### src/rtl/int_arbiter_if.sv
// CPU-side bus of the interrupt arbiter: configuration writes, ack/eoi handshakes,
// and the request/vector/status outputs.
interface int_arbiter_if #(
  parameter int NSRC = 8
);
  logic            cfg_we;
  logic [1:0]      cfg_addr;
  logic [NSRC-1:0] cfg_wdata;
  logic            irq_ack;
  logic            fiq_ack;
  logic            irq_eoi;
  logic            fiq_eoi;
  logic            EX_irq;
  logic            EX_fiq;
  logic [31:0]     INT_Vector;
  logic [3:0]      irq_id;
  logic [3:0]      fiq_id;
  logic [NSRC-1:0] pending;
  logic [1:0]      in_service;

  modport slave (
    input  cfg_we, cfg_addr, cfg_wdata, irq_ack, fiq_ack, irq_eoi, fiq_eoi,
    output EX_irq, EX_fiq, INT_Vector, irq_id, fiq_id, pending, in_service
  );

  modport master (
    output cfg_we, cfg_addr, cfg_wdata, irq_ack, fiq_ack, irq_eoi, fiq_eoi,
    input  EX_irq, EX_fiq, INT_Vector, irq_id, fiq_id, pending, in_service
  );
endinterface

### src/rtl/int_arbiter.sv
// Interrupt arbiter: synchronised edge-triggered sources, pending/mask/class registers,
// and one IDLE/ASSERT/SERVICE channel per class (IRQ, FIQ) with fixed lowest-index priority.
module int_arbiter #(
  parameter int          NSRC     = 8,
  parameter logic [31:0] IRQ_BASE = 32'h0000_0018,
  parameter logic [31:0] FIQ_BASE = 32'h0000_001C
) (
  input  logic            clk,
  input  logic            Rst,
  input  logic [NSRC-1:0] src_in,
  int_arbiter_if.slave    bus
);

  typedef enum logic [1:0] {IDLE = 2'd0, ASSERT = 2'd1, SERVICE = 2'd2} ch_state_t;

  logic [NSRC-1:0] s1, s2, s3;
  logic [NSRC-1:0] pend_q, pend_n;
  logic [NSRC-1:0] mask_q, fsel_q;
  logic [NSRC-1:0] rise, irq_cand, fiq_cand;
  logic [15:0]     live16, clr16;

  ch_state_t irq_st, irq_st_n, fiq_st, fiq_st_n;
  logic [3:0]  irq_id_q, irq_id_n, fiq_id_q, fiq_id_n;
  logic        irq_clr, fiq_clr;
  logic        ex_irq_q, ex_irq_n, ex_fiq_q, ex_fiq_n;
  logic [31:0] vec_q, vec_n;
  logic [1:0]  insvc_q, insvc_n;

  function automatic logic [3:0] lowest(input logic [NSRC-1:0] v);
    lowest = '0;
    for (int unsigned i = NSRC; i > 0; i--)
      if (v[i-1]) lowest = 4'(i - 1);
  endfunction

  assign rise     = s2 & ~s3;
  assign irq_cand = pend_q & mask_q & ~fsel_q;
  assign fiq_cand = pend_q & mask_q & fsel_q;
  // Widened to 16 so a 4-bit id indexes it directly for any NSRC.
  assign live16   = 16'(pend_q & mask_q);

  always_comb begin
    irq_st_n = irq_st;
    irq_id_n = irq_id_q;
    irq_clr  = 1'b0;
    case (irq_st)
      IDLE: if (|irq_cand && fiq_st != SERVICE) begin
        irq_st_n = ASSERT;
        irq_id_n = lowest(irq_cand);
      end
      ASSERT: begin
        if (!live16[irq_id_q]) irq_st_n = IDLE;
        else if (bus.irq_ack) begin
          irq_st_n = SERVICE;
          irq_clr  = 1'b1;
        end
      end
      SERVICE: if (bus.irq_eoi) irq_st_n = IDLE;
      default: irq_st_n = IDLE;
    endcase
  end

  always_comb begin
    fiq_st_n = fiq_st;
    fiq_id_n = fiq_id_q;
    fiq_clr  = 1'b0;
    case (fiq_st)
      IDLE: if (|fiq_cand) begin
        fiq_st_n = ASSERT;
        fiq_id_n = lowest(fiq_cand);
      end
      ASSERT: begin
        if (!live16[fiq_id_q]) fiq_st_n = IDLE;
        else if (bus.fiq_ack) begin
          fiq_st_n = SERVICE;
          fiq_clr  = 1'b1;
        end
      end
      SERVICE: if (bus.fiq_eoi) fiq_st_n = IDLE;
      default: fiq_st_n = IDLE;
    endcase
  end

  // Hardware rises are applied last so they win over any clear in the same cycle.
  always_comb begin
    clr16  = (16'(irq_clr) << irq_id_q) | (16'(fiq_clr) << fiq_id_q);
    pend_n = pend_q;
    if (bus.cfg_we && bus.cfg_addr == 2'd2) pend_n = pend_n | bus.cfg_wdata;
    if (bus.cfg_we && bus.cfg_addr == 2'd3) pend_n = pend_n & ~bus.cfg_wdata;
    pend_n = (pend_n & ~clr16[NSRC-1:0]) | rise;
  end

  always_comb begin
    ex_irq_n = (irq_st_n == ASSERT);
    ex_fiq_n = (fiq_st_n == ASSERT);
    insvc_n  = {fiq_st_n == SERVICE, irq_st_n == SERVICE};
    vec_n    = '0;
    if (ex_fiq_n)      vec_n = FIQ_BASE + {26'b0, fiq_id_n, 2'b00};
    else if (ex_irq_n) vec_n = IRQ_BASE + {26'b0, irq_id_n, 2'b00};
  end

  always_ff @(posedge clk or negedge Rst) begin
    if (!Rst) begin
      s1       <= '0;
      s2       <= '0;
      s3       <= '0;
      pend_q   <= '0;
      mask_q   <= '0;
      fsel_q   <= '0;
      irq_st   <= IDLE;
      fiq_st   <= IDLE;
      irq_id_q <= '0;
      fiq_id_q <= '0;
      ex_irq_q <= 1'b0;
      ex_fiq_q <= 1'b0;
      vec_q    <= '0;
      insvc_q  <= '0;
    end else begin
      s1       <= src_in;
      s2       <= s1;
      s3       <= s2;
      pend_q   <= pend_n;
      if (bus.cfg_we && bus.cfg_addr == 2'd0) mask_q <= bus.cfg_wdata;
      if (bus.cfg_we && bus.cfg_addr == 2'd1) fsel_q <= bus.cfg_wdata;
      irq_st   <= irq_st_n;
      fiq_st   <= fiq_st_n;
      irq_id_q <= irq_id_n;
      fiq_id_q <= fiq_id_n;
      ex_irq_q <= ex_irq_n;
      ex_fiq_q <= ex_fiq_n;
      vec_q    <= vec_n;
      insvc_q  <= insvc_n;
    end
  end

  assign bus.EX_irq     = ex_irq_q;
  assign bus.EX_fiq     = ex_fiq_q;
  assign bus.INT_Vector = vec_q;
  assign bus.irq_id     = irq_id_q;
  assign bus.fiq_id     = fiq_id_q;
  assign bus.pending    = pend_q;
  assign bus.in_service = insvc_q;

endmodule

### src/flat_wrapper.sv
// flat-port wrapper written by rule: the top's interface ports become plain ports
module int_arbiter_flat 
#(
  parameter int          NSRC     = 8,
  parameter logic [31:0] IRQ_BASE = 32'h0000_0018,
  parameter logic [31:0] FIQ_BASE = 32'h0000_001C
)
  (clk, Rst, src_in, bus_cfg_we, bus_cfg_addr, bus_cfg_wdata, bus_irq_ack, bus_fiq_ack, bus_irq_eoi, bus_fiq_eoi, bus_EX_irq, bus_EX_fiq, bus_INT_Vector, bus_irq_id, bus_fiq_id, bus_pending, bus_in_service);
  int_arbiter_if #(.NSRC(NSRC)) bus_i ();
  input  logic clk;
  input  logic Rst;
  input  logic [NSRC-1:0] src_in;
  input wire logic [$bits(bus_i.cfg_we)-1:0] bus_cfg_we;
  input wire logic [$bits(bus_i.cfg_addr)-1:0] bus_cfg_addr;
  input wire logic [$bits(bus_i.cfg_wdata)-1:0] bus_cfg_wdata;
  input wire logic [$bits(bus_i.irq_ack)-1:0] bus_irq_ack;
  input wire logic [$bits(bus_i.fiq_ack)-1:0] bus_fiq_ack;
  input wire logic [$bits(bus_i.irq_eoi)-1:0] bus_irq_eoi;
  input wire logic [$bits(bus_i.fiq_eoi)-1:0] bus_fiq_eoi;
  output wire logic [$bits(bus_i.EX_irq)-1:0] bus_EX_irq;
  output wire logic [$bits(bus_i.EX_fiq)-1:0] bus_EX_fiq;
  output wire logic [$bits(bus_i.INT_Vector)-1:0] bus_INT_Vector;
  output wire logic [$bits(bus_i.irq_id)-1:0] bus_irq_id;
  output wire logic [$bits(bus_i.fiq_id)-1:0] bus_fiq_id;
  output wire logic [$bits(bus_i.pending)-1:0] bus_pending;
  output wire logic [$bits(bus_i.in_service)-1:0] bus_in_service;
  assign bus_i.cfg_we = bus_cfg_we;
  assign bus_i.cfg_addr = bus_cfg_addr;
  assign bus_i.cfg_wdata = bus_cfg_wdata;
  assign bus_i.irq_ack = bus_irq_ack;
  assign bus_i.fiq_ack = bus_fiq_ack;
  assign bus_i.irq_eoi = bus_irq_eoi;
  assign bus_i.fiq_eoi = bus_fiq_eoi;
  assign bus_EX_irq = bus_i.EX_irq;
  assign bus_EX_fiq = bus_i.EX_fiq;
  assign bus_INT_Vector = bus_i.INT_Vector;
  assign bus_irq_id = bus_i.irq_id;
  assign bus_fiq_id = bus_i.fiq_id;
  assign bus_pending = bus_i.pending;
  assign bus_in_service = bus_i.in_service;
  int_arbiter #(.NSRC(NSRC), .IRQ_BASE(IRQ_BASE), .FIQ_BASE(FIQ_BASE)) u_core (.clk(clk), .Rst(Rst), .src_in(src_in), .bus(bus_i));
endmodule
### config.mk
export PLATFORM = sky130hd
export DESIGN_NAME = int_arbiter_flat
export DESIGN_NICKNAME = d
export VERILOG_FILES = /design/src/rtl/int_arbiter_if.sv /design/src/rtl/int_arbiter.sv /design/src/flat_wrapper.sv
export SDC_FILE = /design/constraint.sdc
export NUM_CORES = 1
export LEC_CHECK = 0
export CORE_MARGIN = 2
export CORE_UTILIZATION = 25
export CTS_BUF_LIST = sky130_fd_sc_hd__clkbuf_8
export DETAILED_ROUTE_END_ITERATION = 8
export DONT_BUFFER_PORTS = 1
export PLACE_DENSITY = 0.36
export SLEW_MARGIN = 20
export SYNTH_ARGS = -nofsm -noshare
export SYNTH_HDL_FRONTEND = slang
export SYNTH_SLANG_ARGS = --single-unit
export TNS_END_PERCENT = 5
### constraint.sdc
create_clock -name clk -period 2.95 [get_ports clk]
set_clock_uncertainty 0.15 [all_clocks]
set_input_delay 0.59 -clock clk [delete_from_list [all_inputs] [get_ports clk]]
set_output_delay 0.59 -clock clk [all_outputs]
set_load 0.005 [all_outputs]
==> results.txt, run 1 <==
The run finished with clean final reports. The synthesized netlist devotes 0.5439% of its cell area to XOR and XNOR gates. The post-route cell area is between 0.003 and 0.004 mm^2. The number of max-slew violations in the final report is 0. STA puts the critical path data arrival time at 2.68 ns.

The maximum root-to-sink buffer count came out at 2. The initial detailed-routing violation count is 109. The min-delay analysis places its worst path in the category in -> reg.

The sum of overflow across all layers after global routing is 0. The critical path startpoint category is a register. The global-route usage over all layers is a little over an eighth. The basic-gate share of the synthesized area counting and, or, nand and nor cells is 14.30%. The die is 117.5 um tall.

The final RePlAce weighted congestion came out at around 0.78. The initial core utilization came out at approximately 26%. Summing the areas of all compound-gate instances in the mapped netlist gives between 10% and 20% of the synthesized area. The TritonCTS clock tree is built.

The half-perimeter wire length of the detailed placement result is 6.756 mm. The combinational family with the most area after synthesis is compound AO/OA/AOI/OAI gates. The core occupancy in the finished layout came out at 28.51%.

The count of vias placed by the detailed router is 2,258. The number of clock sinks is 69. The count of port buffers added during placement came out at 0. After detailed routing, the number of vias per cell comes to 4.665. Timing would allow up to 0.3843 GHz. The total of max-cap violations came out at 0. The share of the synthesized area in the top cell type came out at 53.61%. The portion of the post-synthesis area used by sequential elements is 53.61%. After filler insertion, the fill cell instance count of the layout stands at ~1,400. The count of yosys warnings during synthesis came out at 0. The post-synthesis adder-cell area fraction is 0.7770%. After layout, the minimum clock period comes to 2.602 ns. The antenna violation net count after detailed routing came out at 0. The die footprint came out at 0.01381 mm^2.

Counting flops with a built-in enable in the synthesized netlist gives 0. Cells with a size suffix above 1 make up 15.71% of the layout. The initial antenna violation count is 0. The power density over the cells is 964.0 mW/mm^2. In this run, post-CTS repair resized a total of 0 instances. Buffers added to address setup during post-CTS repair amount to 0. The floorplan has 41 rows. The number of global-route vias before repair came out at 2,314. The classification of the worst setup path is reg -> reg. The worst setup timing slack at the placement stage came out at 0.3337 ns. The worst path uses 88.22% of the clock period.

The maximum fanout encountered on the critical timing path came out at 8. The placed instances occupy a cell area of 0.003359 mm^2. The layout net count is roughly 330. The total of flip-flops plus latches after synthesis came out at a little under 70. CTS placed an instance of sky130_fd_sc_hd__clkbuf_8 at the clock tree root. The first global-routing pass estimated 13.83 mm of wire. The total CTS buffers is 9.

The dominant cell by count in the synthesized netlist is sky130_fd_sc_hd__dfrtp_1. Clock-pin slew was measured on the worst setup and hold paths at 0.08 ns. In the synthesized netlist, mux cells make up under 10% of the area.

In the synthesized netlist the dominant register cell turns out to be sky130_fd_sc_hd__dfrtp_1. The worst setup path is captured at a register. The data required time of the worst path is 3.03 ns.

The analysis attributes to cell leakage a power of 0.001548 uW. The mean area per synthesized cell came out at approximately 11 um^2. The final routed wirelength across all metal layers came out at about 8.9 mm. The synthesized instance count came out at 293. The headroom to the max-slew limit is a little over two fifths. By area the synthesized netlist is led by sky130_fd_sc_hd__dfrtp_1, sky130_fd_sc_hd__buf_4, sky130_fd_sc_hd__mux2_2, sky130_fd_sc_hd__nand3b_1, sky130_fd_sc_hd__a21oi_1. Setup repair after global routing left no endpoint under its margin. The area of the mapped netlist came out at 0.003221 mm^2. The floorplan core area is about 0.013 mm^2.

The slowest stage of the critical path belongs to the cell sky130_fd_sc_hd__mux4_2. The horizontal extent of the die came out at roughly 120 um. The maximum vdd ir drop is 0.0003013 V. During I/O placement, the number of pins put on the boundary was 77.

The worst-skew pair later-pin latency is around 0.35 ns. The number of H-tree levels came out at 3. The final sum of negative setup slack came out at 0 ns. The remaining design rule violation count is 0. Of all flip-flops after synthesis, the portion carrying an async set or reset was 100.0%.

For the pin with the worst max-slew slack, the measured transition is about 0.86 ns. Walking the worst path, the cells encountered are mux4_2 > o311a_4 > or3_4 > o221ai_1 > o21ai_1. Summed over all instances, the cell type with the most area after synthesis is sky130_fd_sc_hd__dfrtp_1. The unique cell type count in the Yosys netlist came out at just under 50. The worst stage delay on the critical path came out at between 0.5 and 0.6 ns.

The number of antenna diodes in the final layout is 0. The count of final setup violators came out at 0. Entering global routing, the biggest net connects 70 pins. Setup slack closes at 0.3475 ns.

Sorting the synthesized cells by how often they occur yields sky130_fd_sc_hd__dfrtp_1, sky130_fd_sc_hd__buf_4, sky130_fd_sc_hd__inv_1. The first detailed-routing pass ran for 4 iterations. The area overhead of the layout relative to synthesis came out at 11.73%.

The final-report hold violation count came to 0. The routed length per instance is around 18 um.
-- where the power goes --
part	total, uW	internal (uW)	switching (uW)
combinational	1240	551	684
clock	788	412	377
sequential	1450	1160	285
-- path summary, 6_finish.rpt --
kind,start,to,slack [ns],cells past startpoint
max,u_core.bus.fiq_id[0],u_core.bus.pending[4],0.35,5
min,src_in[5],u_core.s1[5],0.11,0
max reg2reg,u_core.bus.fiq_id[0],u_core.bus.pending[4],0.35,5
min reg2reg,u_core.s1[0],u_core.s2[0],0.20,0
max in group asynchronous,Rst,u_core.fsel_q[4],1.73,2
min in group asynchronous,Rst,u_core.bus.in_service[0],0.62,2
-- cells by family after synthesis --
family          after synthesis
simple gates                 78
compound gates               74
flops                        69
buf+inv                      49
mux                          18
fa+ha+maj                     2
xor+xnor                      2
other cells                   1
-- area by class of cell --
class	count	area (um^2)	share of cell area, %
well taps	172	215.2	5.981
clock inverters	6	63.81	1.773
flip-flops and latches	69	1727	47.98
multi-input cells	202	1309	36.37
clock buffers	10	137.6	3.825
inverters	17	63.81	1.773
repair buffers	8	82.58	2.295
-- sequential cells by signal (all words and copies together) (netlist names), 4 cells and up --
register / count
u_core.bus.pending: 8
u_core.fsel_q: 8
u_core.mask_q: 8
u_core.s1: 8
u_core.s2: 8
u_core.s3: 8
u_core.bus.INT_Vector: 5
u_core.bus.fiq_id: 4
u_core.bus.irq_id: 4
-- layout by cell type, fill, tap and decap left out, types with 2 or more instances in the layout --
| master | count |
|---|---|
| sky130_fd_sc_hd__a21o_1 | 3 |
| sky130_fd_sc_hd__a21oi_1 | 16 |
| sky130_fd_sc_hd__a31oi_1 | 8 |
| sky130_fd_sc_hd__and2_1 | 4 |
| sky130_fd_sc_hd__and3_1 | 3 |
| sky130_fd_sc_hd__buf_4 | 6 |
| sky130_fd_sc_hd__clkbuf_8 | 10 |
| sky130_fd_sc_hd__clkinv_4 | 2 |
| sky130_fd_sc_hd__conb_1 | 28 |
| sky130_fd_sc_hd__dfrtp_1 | 69 |
| sky130_fd_sc_hd__ha_1 | 2 |
| sky130_fd_sc_hd__inv_1 | 18 |
| sky130_fd_sc_hd__mux2_2 | 16 |
| sky130_fd_sc_hd__nand2_1 | 12 |
| sky130_fd_sc_hd__nand2b_1 | 2 |
| sky130_fd_sc_hd__nand3_1 | 14 |
| sky130_fd_sc_hd__nand3b_1 | 12 |
| sky130_fd_sc_hd__nand4_1 | 3 |
| sky130_fd_sc_hd__nor2_1 | 9 |
| sky130_fd_sc_hd__nor3_1 | 2 |
| sky130_fd_sc_hd__nor4_1 | 3 |
| sky130_fd_sc_hd__o21a_1 | 3 |
| sky130_fd_sc_hd__o21ai_0 | 11 |
| sky130_fd_sc_hd__o21ai_1 | 4 |
| sky130_fd_sc_hd__o221ai_1 | 4 |
| sky130_fd_sc_hd__o22ai_1 | 11 |
| sky130_fd_sc_hd__o32ai_1 | 2 |
| sky130_fd_sc_hd__o41ai_1 | 3 |
| sky130_fd_sc_hd__or3_1 | 3 |
| sky130_fd_sc_hd__or3_4 | 2 |
| sky130_fd_sc_hd__or3b_2 | 4 |
-- per-layer routing --
metal,up-vias,track usage (%),wire [um]
met5,-,0,0
met4,0,5.196,129
met3,8,3.246,549
met2,77,22.44,4331
met1,1131,16.76,3895
li1,1042,-,-
-- through the flow --
| step | hold WS, ns | total power, uW | std cells |
|---|---|---|---|
| floorplan | 0.1444 | 2259 | 320 |
| global placement | 0.1468 | 2703 | 466 |
| detailed placement | 0.1474 | 2683 | 466 |
| CTS | 0.09066 | 3518 | 484 |
| global route | 0.07642 | 3745 | 484 |
| finish | 0.1067 | 3469 | 484 |
-- worst max-delay path: cells and delay by family, from the launching register on --
| kind | cells | cell delay [ns] |
|---|---|---|
| DFF | 1 | 0.57 |
| and+or+nand+nor | 1 | 0.40 |
| AOI/OAI and AO/OA | 3 | 0.77 |
| muxes | 1 | 0.59 |
-- what timing repair did --
item | CTS | global route
hold buffers | 2 | 0
hold endpoints to repair | 69 | 0
setup endpoints to repair | 0 | 0
(Power assumes the default switching activity.)
==> inputs of run 2 (changes only) <==
--- a/config.mk
+++ b/config.mk
@@ -5,6 +5,7 @@
 export SDC_FILE = /design/constraint.sdc
 export NUM_CORES = 1
 export LEC_CHECK = 0
+export CORE_ASPECT_RATIO = 0.6
 export CORE_MARGIN = 2
 export CORE_UTILIZATION = 25
 export CTS_BUF_LIST = sky130_fd_sc_hd__clkbuf_8
==> run 2 against run 1 <==
  * Cell count is the same
  * Non-clock buffer count grew 2
  * Global-route usage grew 1.1 points
  * Sequential share of layout area shrank 0.15 points
  * First-iteration DRC count grew 110%
  * Register-to-register slack lost 0.02 ns
  * Via count grew 1.9%
  * Worst hold slack lost 0.0047 ns
  * Maximum frequency shrank 0.78%
  * Combinational power grew 4%
  * Critical endpoint is now u_core.bus.INT_Vector[4]
==> results.txt, run 2 (synthesized netlist as in run 1, its figures left out) <==
The total of max-cap violations is 0. The number of global-route vias before repair is 2,277. The final sum of negative setup slack came out at 0 ns. The static power due to leakage is 0.001549 uW. The depth of the worst hold-timing path is 0. The data required time of the worst path is 3.07 ns. The worst-skew pair later-pin latency came out at 0.36 ns. The worst reg2reg path depth is 6. The floorplan core area came out at 0.01269 mm^2.

The maximum fanout encountered on the critical timing path is 6. The row count came out at 32. The via count normalized by instance count is 4.756. The half-perimeter wire length of the detailed placement result came out at 7.057 mm. The initial antenna violation count is 0. The worst setup path is launched from a register.

The total iterations of the first detailed-routing run came out at 6. The fraction of layout cells with a size suffix above 1 came out at 16.56%. The flow ran to the end, and the final reports show no timing, DRC or antenna violations.

The die extent in y is 91.92 um. The number of hold buffers added after CTS is 2. The minimum setup slack among reg-to-reg paths is 0.33 ns. The total CTS buffers is 9. For this design the top-level I/O count stands at slightly below 80. The count of final setup violators came out at 0. From synthesis to final layout, the design area changed by 12.08%.

Dividing the final minimum period by the clock period gives 88.91%. The most frequent standard cell in the layout excluding fill and tap cells is sky130_fd_sc_hd__dfrtp_1. In the post-route analysis, the smallest setup slack over all paths is 0.3270 ns. The origin of the worst min-delay path is src_in[3]. The data arrival at the endpoint of the critical path is 2.74 ns. After detailed routing, the total wire length is 9.357 mm. The post-cts sizing count is 0. The initial core utilization came out at 25.37%.

The antenna violation net count after detailed routing came out at 0. The maximum root-to-sink buffer count is 2. The count of vias placed by the detailed router came out at ~2,300. The final RePlAce weighted congestion came out at 0.8328.

The worst hold path terminates at u_core.s1[3]. The final hold slack is around 0.1 ns. The beginning of the worst register-to-register path is u_core.bus.irq_id[3]. STA classifies the critical path endpoint as a register.

The horizontal extent of the die came out at 150.5 um. The number of diodes added for antenna fixing is 0. The TritonCTS clock tree is built. Setup repair after global routing left no endpoint under its margin. The first routing iteration left between 200 and 250 violations. In this run the tightest slew margin relative to its limit is a little under half. The clock net in this run drives a total of 69 sinks. The worst register-to-register path ends at u_core.bus.INT_Vector[4]. The die footprint came out at 0.01384 mm^2.

The maximum vdd ir drop is about 0.00025 V. The worst setup timing slack at the placement stage came out at about 0.37 ns. Clock-pin slew was measured on the worst setup and hold paths at 0.08 ns. The layout net count came out at between 300 and 400. Entering global routing, the biggest net connects 70 pins. Timing would allow up to between 0.3 and 0.4 GHz.

For this design the ratio of total power to cell area is 969.3 mW/mm^2. In the layout the commonest cells are sky130_fd_sc_hd__dfrtp_1, sky130_fd_sc_hd__conb_1, sky130_fd_sc_hd__inv_1, sky130_fd_sc_hd__a21oi_1, sky130_fd_sc_hd__mux2_2. For the pin with the worst max-slew slack, the measured transition is 0.7914 ns. The buffer type at the clock tree root is sky130_fd_sc_hd__clkbuf_8. The final-report hold violation count came out at 0. The remaining design rule violation count came out at 0. The first global-routing pass estimated 14.53 mm of wire. The critical path is of the reg -> reg type. The sum of overflow across all layers after global routing came out at 0. The routed length per instance came out at 19.33 um. Once the clock tree was built, the setup fixing pass inserted 0 buffers. The global-route usage over all layers came out at 14.49%. The count of port buffers added during placement is 0.

The worst min-delay path class is in -> reg. For the finished layout, the period the worst path requires is 2.623 ns. The H-tree was split into 3 levels.

The number of max-slew violations in the final report came out at 0.
-- run 2: changes by cell type in the layout (fill, tap and decap cells not counted) --
cell / previous run / this run
sky130_fd_sc_hd__clkinvlp_4: 1 / 3
sky130_fd_sc_hd__clkinv_4: 2 / 0
sky130_fd_sc_hd__inv_1: 18 / 17
sky130_fd_sc_hd__buf_4: 6 / 8
sky130_fd_sc_hd__clkinv_2: 1 / 2
-- run 2: through the flow --
stage / area (um^2) / utilization (%) / std cells / total power, uW
2_1_floorplan: 3322 / - / 320 / 2259
3_3_place_gp: 3372 / 26.57 / 466 / 2707
3_5_place_dp: 3372 / 26.57 / 466 / 2682
4_1_cts: 3610 / 28.44 / 484 / 3526
5_1_grt: 3610 / 28.44 / 484 / 3774
6_report: 3610 / 28.44 / 484 / 3499
-- run 2: metal layers --
metal	part of all wire [%]	global-route usage, %	vias up	wire length (um)
met4	0.84	3.066	0	79
met1	52	22.65	1157	4888
met5	0	0	-	0
met2	38	17.77	98	3531
li1	-	-	1040	-
met3	9.2	6.318	7	857
-- run 2: final cells by class --
class                           count  area, um^2
Tap cell                          170       212.7
Timing Repair Buffer               10       97.59
Clock buffer                       10       137.6
Clock inverter                      6       62.56
Inverter                           17       63.81
Sequential cell                    69        1727
Multi-Input combinational cell    202        1309
Fill cell                        1323        9082
-- run 2: power by group --
| group | total, uW | switching [uW] | internal, uW |
|---|---|---|---|
| logic | 1290 | 739 | 547 |
| clock network | 788 | 379 | 410 |
| registers | 1420 | 263 | 1160 |
| total | 3500 | 1380 | 2120 |
-- run 2: worst max path at each step --
stage | end | from | depth (start not counted)
finish | u_core.bus.INT_Vector[4] | u_core.bus.irq_id[3] | 6
global route | u_core.bus.INT_Vector[4] | u_core.bus.irq_id[3] | 6
CTS | u_core.bus.pending[7] | u_core.bus.pending[0] | 6
detailed placement | u_core.bus.pending[7] | u_core.bus.pending[0] | 6
global placement | u_core.bus.pending[4] | u_core.bus.pending[0] | 6
floorplan | u_core.bus.pending[1] | u_core.bus.fiq_id[0] | 5
-- run 2: worst max-delay path: stages, from the launching register on --
cell	delay, ns
sky130_fd_sc_hd__dfrtp_1	0.43
sky130_fd_sc_hd__or3b_2	0.54
sky130_fd_sc_hd__a21oi_1	0.17
sky130_fd_sc_hd__nor4_1	0.12
sky130_fd_sc_hd__o41ai_1	0.67
sky130_fd_sc_hd__nand2_1	0.21
sky130_fd_sc_hd__o22ai_1	0.23
==> inputs of run 3 (changes only) <==
--- a/config.mk
+++ b/config.mk
@@ -12,7 +12,7 @@
 export DETAILED_ROUTE_END_ITERATION = 8
 export DONT_BUFFER_PORTS = 1
 export PLACE_DENSITY = 0.36
-export SLEW_MARGIN = 20
+export SLEW_MARGIN = 15
 export SYNTH_ARGS = -nofsm -noshare
 export SYNTH_HDL_FRONTEND = slang
 export SYNTH_SLANG_ARGS = --single-unit
==> results of run 3 <==
Same layout as run 2: the final DEF is identical, and so are final timing and power.
